===== src/rtl/noc_pkg.sv =====
// rtl/noc_pkg.sv - shared flit width, flit type encoding and type-field helper
package noc_pkg;

  localparam int FW = 40;

  typedef logic [1:0] typ_t;

  localparam typ_t TYP_HEAD = 2'b11;
  localparam typ_t TYP_BODY = 2'b10;
  localparam typ_t TYP_TAIL = 2'b01;
  localparam typ_t TYP_NONE = 2'b00;

  function automatic typ_t flit_typ(input logic [FW-1:0] flit);
    return flit[FW-1:FW-2];
  endfunction

endpackage


===== src/rtl/flit_mem.sv =====
// rtl/flit_mem.sv - DEPTH x FW register array, synchronous write, asynchronous read
module flit_mem #(
  parameter int FW    = 40,
  parameter int DEPTH = 8,
  parameter int AW    = 3
) (
  input  logic          clk,
  input  logic          we,
  input  logic [AW-1:0] waddr,
  input  logic [FW-1:0] wdata,
  input  logic [AW-1:0] raddr,
  output logic [FW-1:0] rdata
);

  logic [FW-1:0] mem [DEPTH];

  always_ff @(posedge clk) begin
    if (we) mem[waddr] <= wdata;
  end

  assign rdata = mem[raddr];

endmodule


===== src/rtl/input_flit_buffer.sv =====
// rtl/input_flit_buffer.sv - per-input-port flit FIFO with packet counting for SA
module input_flit_buffer
  import noc_pkg::*;
#(
  parameter int FW    = noc_pkg::FW,
  parameter int DEPTH = 8,
  parameter int AW    = 3
) (
  input  logic          clk,
  input  logic          rst,
  input  logic [FW-1:0] flit_in,
  input  logic          w_en,
  input  logic          read,
  output logic          full,
  output logic          empty,
  output logic [AW:0]   count,
  output logic [1:0]    front_typ,
  output logic [FW-1:0] flit_out,
  output logic          out_vld,
  output logic [AW:0]   pkt_cnt,
  output logic          pkt_rdy,
  output logic          err_ovf,
  output logic          err_udf,
  output logic          err_typ
);

  logic [AW-1:0] wr_ptr;
  logic [AW-1:0] rd_ptr;
  logic [FW-1:0] rd_data;
  typ_t          in_typ;
  typ_t          head_typ;
  logic          typ_ok;
  logic          rd_acc;
  logic          wr_acc;
  logic          tail_in;
  logic          tail_out;

  flit_mem #(.FW(FW), .DEPTH(DEPTH), .AW(AW)) u_mem (
    .clk   (clk),
    .we    (wr_acc),
    .waddr (wr_ptr),
    .wdata (flit_in),
    .raddr (rd_ptr),
    .rdata (rd_data)
  );

  assign full    = (count == (AW+1)'(DEPTH));
  assign empty   = (count == '0);
  assign pkt_rdy = (pkt_cnt != '0);

  assign in_typ   = flit_typ(flit_in);
  assign head_typ = flit_typ(rd_data);
  assign typ_ok   = (in_typ != TYP_NONE);

  // A full buffer still takes a write when the same cycle frees a slot.
  assign rd_acc = read && !empty;
  assign wr_acc = w_en && typ_ok && (!full || rd_acc);

  assign tail_in  = wr_acc && (in_typ == TYP_TAIL);
  assign tail_out = rd_acc && (head_typ == TYP_TAIL);

  assign front_typ = empty ? TYP_NONE : head_typ;

  always_ff @(posedge clk) begin
    if (rst) begin
      wr_ptr   <= '0;
      rd_ptr   <= '0;
      count    <= '0;
      pkt_cnt  <= '0;
      flit_out <= '0;
      out_vld  <= 1'b0;
      err_ovf  <= 1'b0;
      err_udf  <= 1'b0;
      err_typ  <= 1'b0;
    end else begin
      if (wr_acc) wr_ptr <= wr_ptr + AW'(1);
      if (rd_acc) begin
        rd_ptr   <= rd_ptr + AW'(1);
        flit_out <= rd_data;
      end
      out_vld <= rd_acc;

      case ({wr_acc, rd_acc})
        2'b10:   count <= count + (AW+1)'(1);
        2'b01:   count <= count - (AW+1)'(1);
        default: count <= count;
      endcase

      case ({tail_in, tail_out})
        2'b10:   pkt_cnt <= pkt_cnt + (AW+1)'(1);
        2'b01:   pkt_cnt <= pkt_cnt - (AW+1)'(1);
        default: pkt_cnt <= pkt_cnt;
      endcase

      err_ovf <= w_en && typ_ok && full && !rd_acc;
      err_udf <= read && empty;
      err_typ <= w_en && !typ_ok;
    end
  end

endmodule


===== config.mk =====
export PLATFORM = sky130hd
export DESIGN_NAME = input_flit_buffer
export DESIGN_NICKNAME = d
export VERILOG_FILES = /design/src/rtl/noc_pkg.sv /design/src/rtl/flit_mem.sv /design/src/rtl/input_flit_buffer.sv
export SDC_FILE = /design/constraint.sdc
export NUM_CORES = 1
export LEC_CHECK = 0
export BUFFER_PORTS_ARGS = -buffer_cell sky130_fd_sc_hd__buf_4
export CAP_MARGIN = 5
export CORE_MARGIN = 4
export CORE_UTILIZATION = 64
export DETAILED_ROUTE_END_ITERATION = 8
export GPL_ROUTABILITY_DRIVEN = 0
export PLACE_DENSITY = 0.86
export SLEW_MARGIN = 20
export SYNTH_ARGS = -nofsm -noshare
export SYNTH_HDL_FRONTEND = slang
export SYNTH_SLANG_ARGS = --single-unit
export TNS_END_PERCENT = 5

===== constraint.sdc =====
create_clock -name clk -period 6.82 [get_ports clk]
set_clock_uncertainty 0.2 [all_clocks]
set_input_delay 0.341 -clock clk [delete_from_list [all_inputs] [get_ports clk]]
set_output_delay 0.341 -clock clk [all_outputs]
set_load 0.005 [all_outputs]

=== After elaboration in Yosys (flattened, before gate mapping) ===
Memories as Yosys holds them, arrays and structs flattened. A register that Yosys moved wholly into a read port is not among the register bits.
Cells that the tools add are included.
W data, S select, Z words.

* Flip-flop bits (word level): 58
* Bits in latches: 0
* Memory bits (writable): 320
* ROM bits: 0
* Input bits: 44
* Word-level logic and storage cells: 49
* Memories kept: 1

{| class="wikitable"
|+ Memories
! name !! depth !! bits a word !! rd ports !! clocked after memory_dff !! wr ports !! line !! RTL
|-
| u_mem.mem || 8 || 40 || 1 || 1 || 1 || flit_mem.sv:15 || <nowiki>logic [FW-1:0] mem [DEPTH];</nowiki>
|}

* Add/subtract/negate cells: 6
* Multipliers: 0
* Div/mod/pow operators: 0
* Order comparisons: 0
* Eq/ne operators: 7
* Shift operators: 0
* Mux-type cells: 7
* Bitwise operators: 0
* Reduce and logical (&&, ||, !) cells: 19

{| class="wikitable"
|+ Operator list
! cell !! number
|-
| $pmux W4 S2 || 2
|-
| $logic_and A1 B1 Y1 || 9
|-
| $add A4 B1 Y4 const B || 2
|-
| $eq A2 B1 Y1 const B || 4
|-
| $sub A4 B1 Y4 const B || 2
|-
| $add A3 B1 Y3 const B || 2
|-
| $mux W3 || 2
|-
| $reduce_bool A2 Y1 || 3
|-
| $eq A2 B2 Y1 const B || 2
|-
| $eq A4 B4 Y1 const B || 1
|-
| $logic_not A1 Y1 || 4
|-
| $logic_not A4 Y1 || 1
|-
| $reduce_bool A4 Y1 || 1
|-
| $mux W1 || 2
|-
| $mux W2 || 1
|-
| $logic_or A1 B1 Y1 || 1
|}

=== Longest topological paths before layout ===
* Depth in word-level cells: 8
* Mapped depth: 13
* Gate-level depth less buffers: 11

=== Modules after synthesis ===
A second synthesis with hierarchy kept.

* Cell total of the unflattened synthesis: 751
* Area, all modules: 14741.6 µm²

{| class="wikitable"
|+ By module, submodules not included
! module !! instances !! cells each !! area each (µm²)
|-
| flit_mem || 1 || 475 || 12370.6
|-
| input_flit_buffer || 1 || 276 || 2371.0
|}

=== Worst setup path after synthesis ===
OpenSTA, ideal clock, no wires.

* Path kind: register -> register
* From: register count[0]
* To: memory u_mem.mem[0][0], enable pin
* Data arrival time: 3.783 ns
* Slack: 2.350 ns
* Cell stages (with the launch flop): 5
* Buffers on the path: 0
* Period minus slack after synthesis: 4.470 ns
* Cells stage by stage: dfxtp_1 or4b_4 o21ai_2 or2_2 nor3_1

* Longest elaborated chain between the ends: 7

{| class="wikitable"
|+ Ends and longest elaborated chain
! element !! line !! RTL
|-
| start: declaration || input_flit_buffer.sv:16 || <nowiki>output logic [AW:0] count,</nowiki>
|-
| start signal: assignment || input_flit_buffer.sv:84 || <nowiki>2'b10: count <= count + (AW+1)'(1);</nowiki>
|-
| start signal: assignment || input_flit_buffer.sv:85 || <nowiki>2'b01: count <= count - (AW+1)'(1);</nowiki>
|-
| start signal: assignment || input_flit_buffer.sv:86 || <nowiki>default: count <= count;</nowiki>
|-
| $logic_not A4 Y1 || input_flit_buffer.sv:48 || <nowiki>assign empty = (count == '0);</nowiki>
|-
| $logic_not A1 Y1 || input_flit_buffer.sv:56 || <nowiki>assign rd_acc = read && !empty;</nowiki>
|-
| $logic_and A1 B1 Y1 || input_flit_buffer.sv:56 ||
|-
| $logic_or A1 B1 Y1 * || input_flit_buffer.sv:57 || <nowiki>assign wr_acc = w_en && typ_ok && (!full || rd_acc);</nowiki>
|-
| $logic_and A1 B1 Y1 * || input_flit_buffer.sv:57 ||
|-
| $mux W1 * || flit_mem.sv:18 || <nowiki>if (we) mem[waddr] <= wdata;</nowiki>
|-
| $mux W1 (not written as such) * || flit_mem.sv:18 ||
|-
| end: declaration || flit_mem.sv:15 ||
|}

Mark *: on every way between the ends. The rest lies on a longest branch, timed or not.

=== Worst setup path in the final report ===
* From: input read
* To: register pkt_cnt[3]

* Longest elaborated chain between the ends: 6

{| class="wikitable"
|+ Ends and longest elaborated chain
! element !! line !! RTL
|-
| start: declaration || input_flit_buffer.sv:13 || <nowiki>input logic read,</nowiki>
|-
| $logic_and A1 B1 Y1 * || input_flit_buffer.sv:56 ||
|-
| $logic_or A1 B1 Y1 || input_flit_buffer.sv:57 ||
|-
| $logic_and A1 B1 Y1 || input_flit_buffer.sv:57 ||
|-
| $logic_and A1 B1 Y1 || input_flit_buffer.sv:59 || <nowiki>assign tail_in = wr_acc && (in_typ == TYP_TAIL);</nowiki>
|-
| $eq A2 B1 Y1 or $eq A2 B2 Y1 (tied branches) || input_flit_buffer.sv:89 || <nowiki>case ({tail_in, tail_out})</nowiki>
|-
| $pmux W4 S2 or $reduce_bool A2 Y1 (tied branches) || -- ||
|-
| end signal: assignment || input_flit_buffer.sv:90 || <nowiki>2'b10: pkt_cnt <= pkt_cnt + (AW+1)'(1);</nowiki>
|-
| end signal: assignment || input_flit_buffer.sv:91 || <nowiki>2'b01: pkt_cnt <= pkt_cnt - (AW+1)'(1);</nowiki>
|-
| end signal: assignment || input_flit_buffer.sv:92 || <nowiki>default: pkt_cnt <= pkt_cnt;</nowiki>
|-
| end: declaration || input_flit_buffer.sv:20 || <nowiki>output logic [AW:0] pkt_cnt,</nowiki>
|}

Marks and branches as above.
A chain may end at the register's enable or synchronous reset.

==> impl_results.md <==
* Run status: finished, final reports clean
* Final worst-path cycle share at 50.2%
* I/O pin count at 101
* Max Cap Violations at 0
* Arr. time, crit path at 3.62 ns
* Vias per cell at 6.34
* Worst R2R Start: count[0]$_SDFFE_PP0P_
* Most common library cell in the layout ignoring fill and taps: edfxtp_1
* Overall Global Routing Usage at 24.0%
* CP Data Required Time at 7.01 ns
* Total clock buffers created by CTS at 38
* Endpoint of the most critical setup path: pkt_cnt[3]$_SDFFE_PP0P_
* Placeable core area at 0.0221 sq mm
* Clock sinks at 381
* DPL Wire Length at 14900 microns
* Hold Violations, Final at 0
* Residual DRC count at 0
* Detailed Route Iter0 Violations at 727
* Commonest cells after routing, fill and taps aside: edfxtp_1, buf_4, mux4_2
* Buffers on Ports at 100
* Die extent in y at 159 microns
* Wire per inst at 25.0 microns
* Clock Tree Buf Depth at 3
* Count of yosys warnings during synthesis at 0
* Sort of element at the start of the critical path: primary input
* Critical R2R Capture: pkt_cnt[3]$_SDFFE_PP0P_
* Setup slack of the most critical reg-to-reg path at 3.41 ns
* Crit path kind: primary input to register
* Maximum net fanout on the critical path at 85
* Post-synth design cell area at 0.0146 sq mm
* Overall via count from detail_route at 7610
* Clock transition at the registers of the reported paths at 0.06 ns
* Sum of routed wire length over all layers at 30000 microns
* Global-route wire length before repair at 47000 microns
* Number of distinct library cells after synthesis at 50
* Kind of end point of the critical path: register
* Post-synth net total at 792
* Antenna violations before repair at 1
* Buffers inserted during post-CTS setup optimization at 0
* Async SR Flop Fraction at 0%
* Achievable Freq at 292 MHz
* Die footprint at 0.0252 sq mm
* LEAKAGE at 5.65 nW
* Placement row count at 54
* Flops & latches, synth at 381
* Clock tree from TritonCTS: yes
* Number of global-route vias before repair at 8081
* Post-layout min period at 3.43 ns
* Synth Instances at 739
* Root Driver: clkbuf_16
* Post-Syn Area per Cell at 19.7 sq um
* Area Growth Syn to Fin at 18.1%
* Die extent in x at 159 microns
* Storage element area at 0.0108 sq mm
* Top flip-flop cell by instance count after synthesis: edfxtp_1
* Final worst-path setup slack at 3.39 ns
* Depth of the most critical reg-to-reg path at 9
* Net count of the finished layout at 943
* Source-to-sink clock delay at the later pin of the worst-skew pair at 0.52 ns
* Leftover overflow at the end of global routing at 0
* Post-placement worst setup slack at 3.04 ns
* Number of detailed-routing iterations run before antenna repair at 5
* Hold Crit Class: primary input to register
* Setup Total Neg Slack at 0 ns
* Slew HR at 31.2%
* Crit. Startpoint: read
* Multi-input combinational cell area at 0.00345 sq mm
* Number of fill cells in the layout at 1111
* Unrepaired setup endpoints after global routing: false
* Antenna violation net count after detailed routing at 0
* Worst voltage drop across the vdd grid at 0.319 mV
* Final setup violation count at 0
* Power density over the cells at 362 mW/mm^2
* CTS resizes at 0
* H-tree levels at 2
* Proportion of synthesized chip area in sequential cells at 74.4%
* Largest net degree at the start of global routing at 86
* Count of flip-flops with a built-in enable after synthesis at 320
* Share of layout cells above drive strength 1 at 29.4%
* Hold slack at 0.133 ns
* Starting density of the core at 65.9%
* Final Max Tran Viols at 0
* Worst-Margin Slew at 1.03 ns
## cells by family (layout without fill, tap and decap cells)
logic type | after synthesis | count (layout) | share of synthesized area [%]
and+or+nand+nor | 96 | 96 | 2.94
adders and majority gates | 9 | 9 | 0.876
AOI/OAI and AO/OA | 66 | 66 | 3.41
xor gates and xnor gates | 6 | 6 | 0.361
other | 0 | 1 | 0
DFF | 381 | 381 | 74.4
muxes | 127 | 127 | 15.7
buffers and inverters | 54 | 234 | 2.31
## through the flow
step | total power, mW | std cells | util (%) | area [sq um]
global placement | 4.14 | 1087 | 70.2 | 15500
floorplan | 3.80 | 739 | - | 14600
detailed placement | 4.19 | 1087 | 70.2 | 15500
global route | 6.51 | 1200 | 77.9 | 17200
CTS | 6.26 | 1198 | 77.7 | 17200
finish | 6.24 | 1200 | 77.9 | 17200
## final cells by class
| type | count | share of cell area (%) |
|---|---|---|
| clock inverters | 11 | 0.633 |
| well taps | 280 | 2.04 |
| flip-flops and latches | 381 | 63.0 |
| clock buffers | 58 | 6.55 |
| inverters | 12 | 0.262 |
| multi-input cells | 304 | 20.1 |
| repair buffers | 153 | 7.43 |
| diodes | 1 | 0.0145 |
## power by group
part	internal (mW)	leakage, nW	total (mW)	switching (mW)
Combinational	0.693	1.65	1.31	0.613
Sequential	2.71	3.40	2.89	0.183
Clock	1.22	0.600	2.04	0.823
Total	4.62	5.65	6.24	1.62
## worst min path at each step
stage                                      start                 end  slack [ns]  cells after the start
final                                       w_en  err_ovf$_SDFF_PP0_        0.13                      3
after global routing                        w_en  err_ovf$_SDFF_PP0_        0.18                      3
after CTS                                   w_en  err_ovf$_SDFF_PP0_        0.11                      3
after detailed placement  rd_ptr[1]$_SDFFE_PP0N_            register        0.30                      2
after global placement    rd_ptr[1]$_SDFFE_PP0N_            register        0.26                      2
after floorplan                      flit_in[38]  err_typ$_SDFF_PP0_        0.22                      1
## metal layers
metal  vias up  routed length (microns)  part of all wire (%)  track usage (%)
met1      3911                    11600                    39             32.6
met2       360                    15600                    52             41.1
li1       3278                        -                     -                -
met4         0                      657                   2.2             6.63
met3        61                     2110                   7.0             4.20
met5         -                        0                     0                0
## Yosys cell counts (2+ instances only)
| master | number | share of area (%) |
|---|---|---|
| mux4_2 | 81 | 13 |
| nor2b_1 | 2 | 0.086 |
| o211ai_1 | 2 | 0.10 |
| xor2_1 | 5 | 0.30 |
| nor4b_1 | 2 | 0.12 |
| mux2i_1 | 42 | 2.9 |
| buf_1 | 3 | 0.077 |
| fa_1 | 2 | 0.27 |
| edfxtp_1 | 320 | 66 |
| buf_4 | 11 | 0.57 |
| o21ai_2 | 2 | 0.12 |
| dfxtp_1 | 61 | 8.4 |
| buf_2 | 10 | 0.34 |
| nor3_1 | 3 | 0.10 |
| buf_6 | 8 | 0.62 |
| nor2_1 | 67 | 1.7 |
| clkbuf_1 | 8 | 0.21 |
| o32ai_1 | 4 | 0.24 |
| nand2b_1 | 2 | 0.086 |
| inv_1 | 11 | 0.28 |
| mux2_2 | 4 | 0.31 |
| a211oi_1 | 40 | 2.1 |
| nand2_1 | 9 | 0.23 |
| ha_1 | 7 | 0.60 |
| a21oi_1 | 8 | 0.27 |
## registers in the layout (all words and copies together), names as in the netlist, named ones only
signal	cells
out_vld	1
err_ovf	1
pkt_cnt	4
flit_out	40
count	4
err_udf	1
u_mem.mem	320
wr_ptr	3
rd_ptr	3
err_typ	1
## timing repair
| item | CTS | global route |
|---|---|---|
| endpoints found under the hold margin | 323 | 0 |
| endpoints found under the setup margin | 0 | 0 |
| hold buffers | 42 | 0 |
## critical path, cell delays in order
cell and delay (ns):
dlygate4sd3_1 0.53, buf_4 0.18, o41a_2 0.16, buf_4 0.75, and2_1 0.25, ha_1 0.22
ha_1 0.25, a21o_1 0.17, a21oi_1 0.18, mux2i_1 0.23, mux2_2 0.35
(Power assumes the default switching activity.)
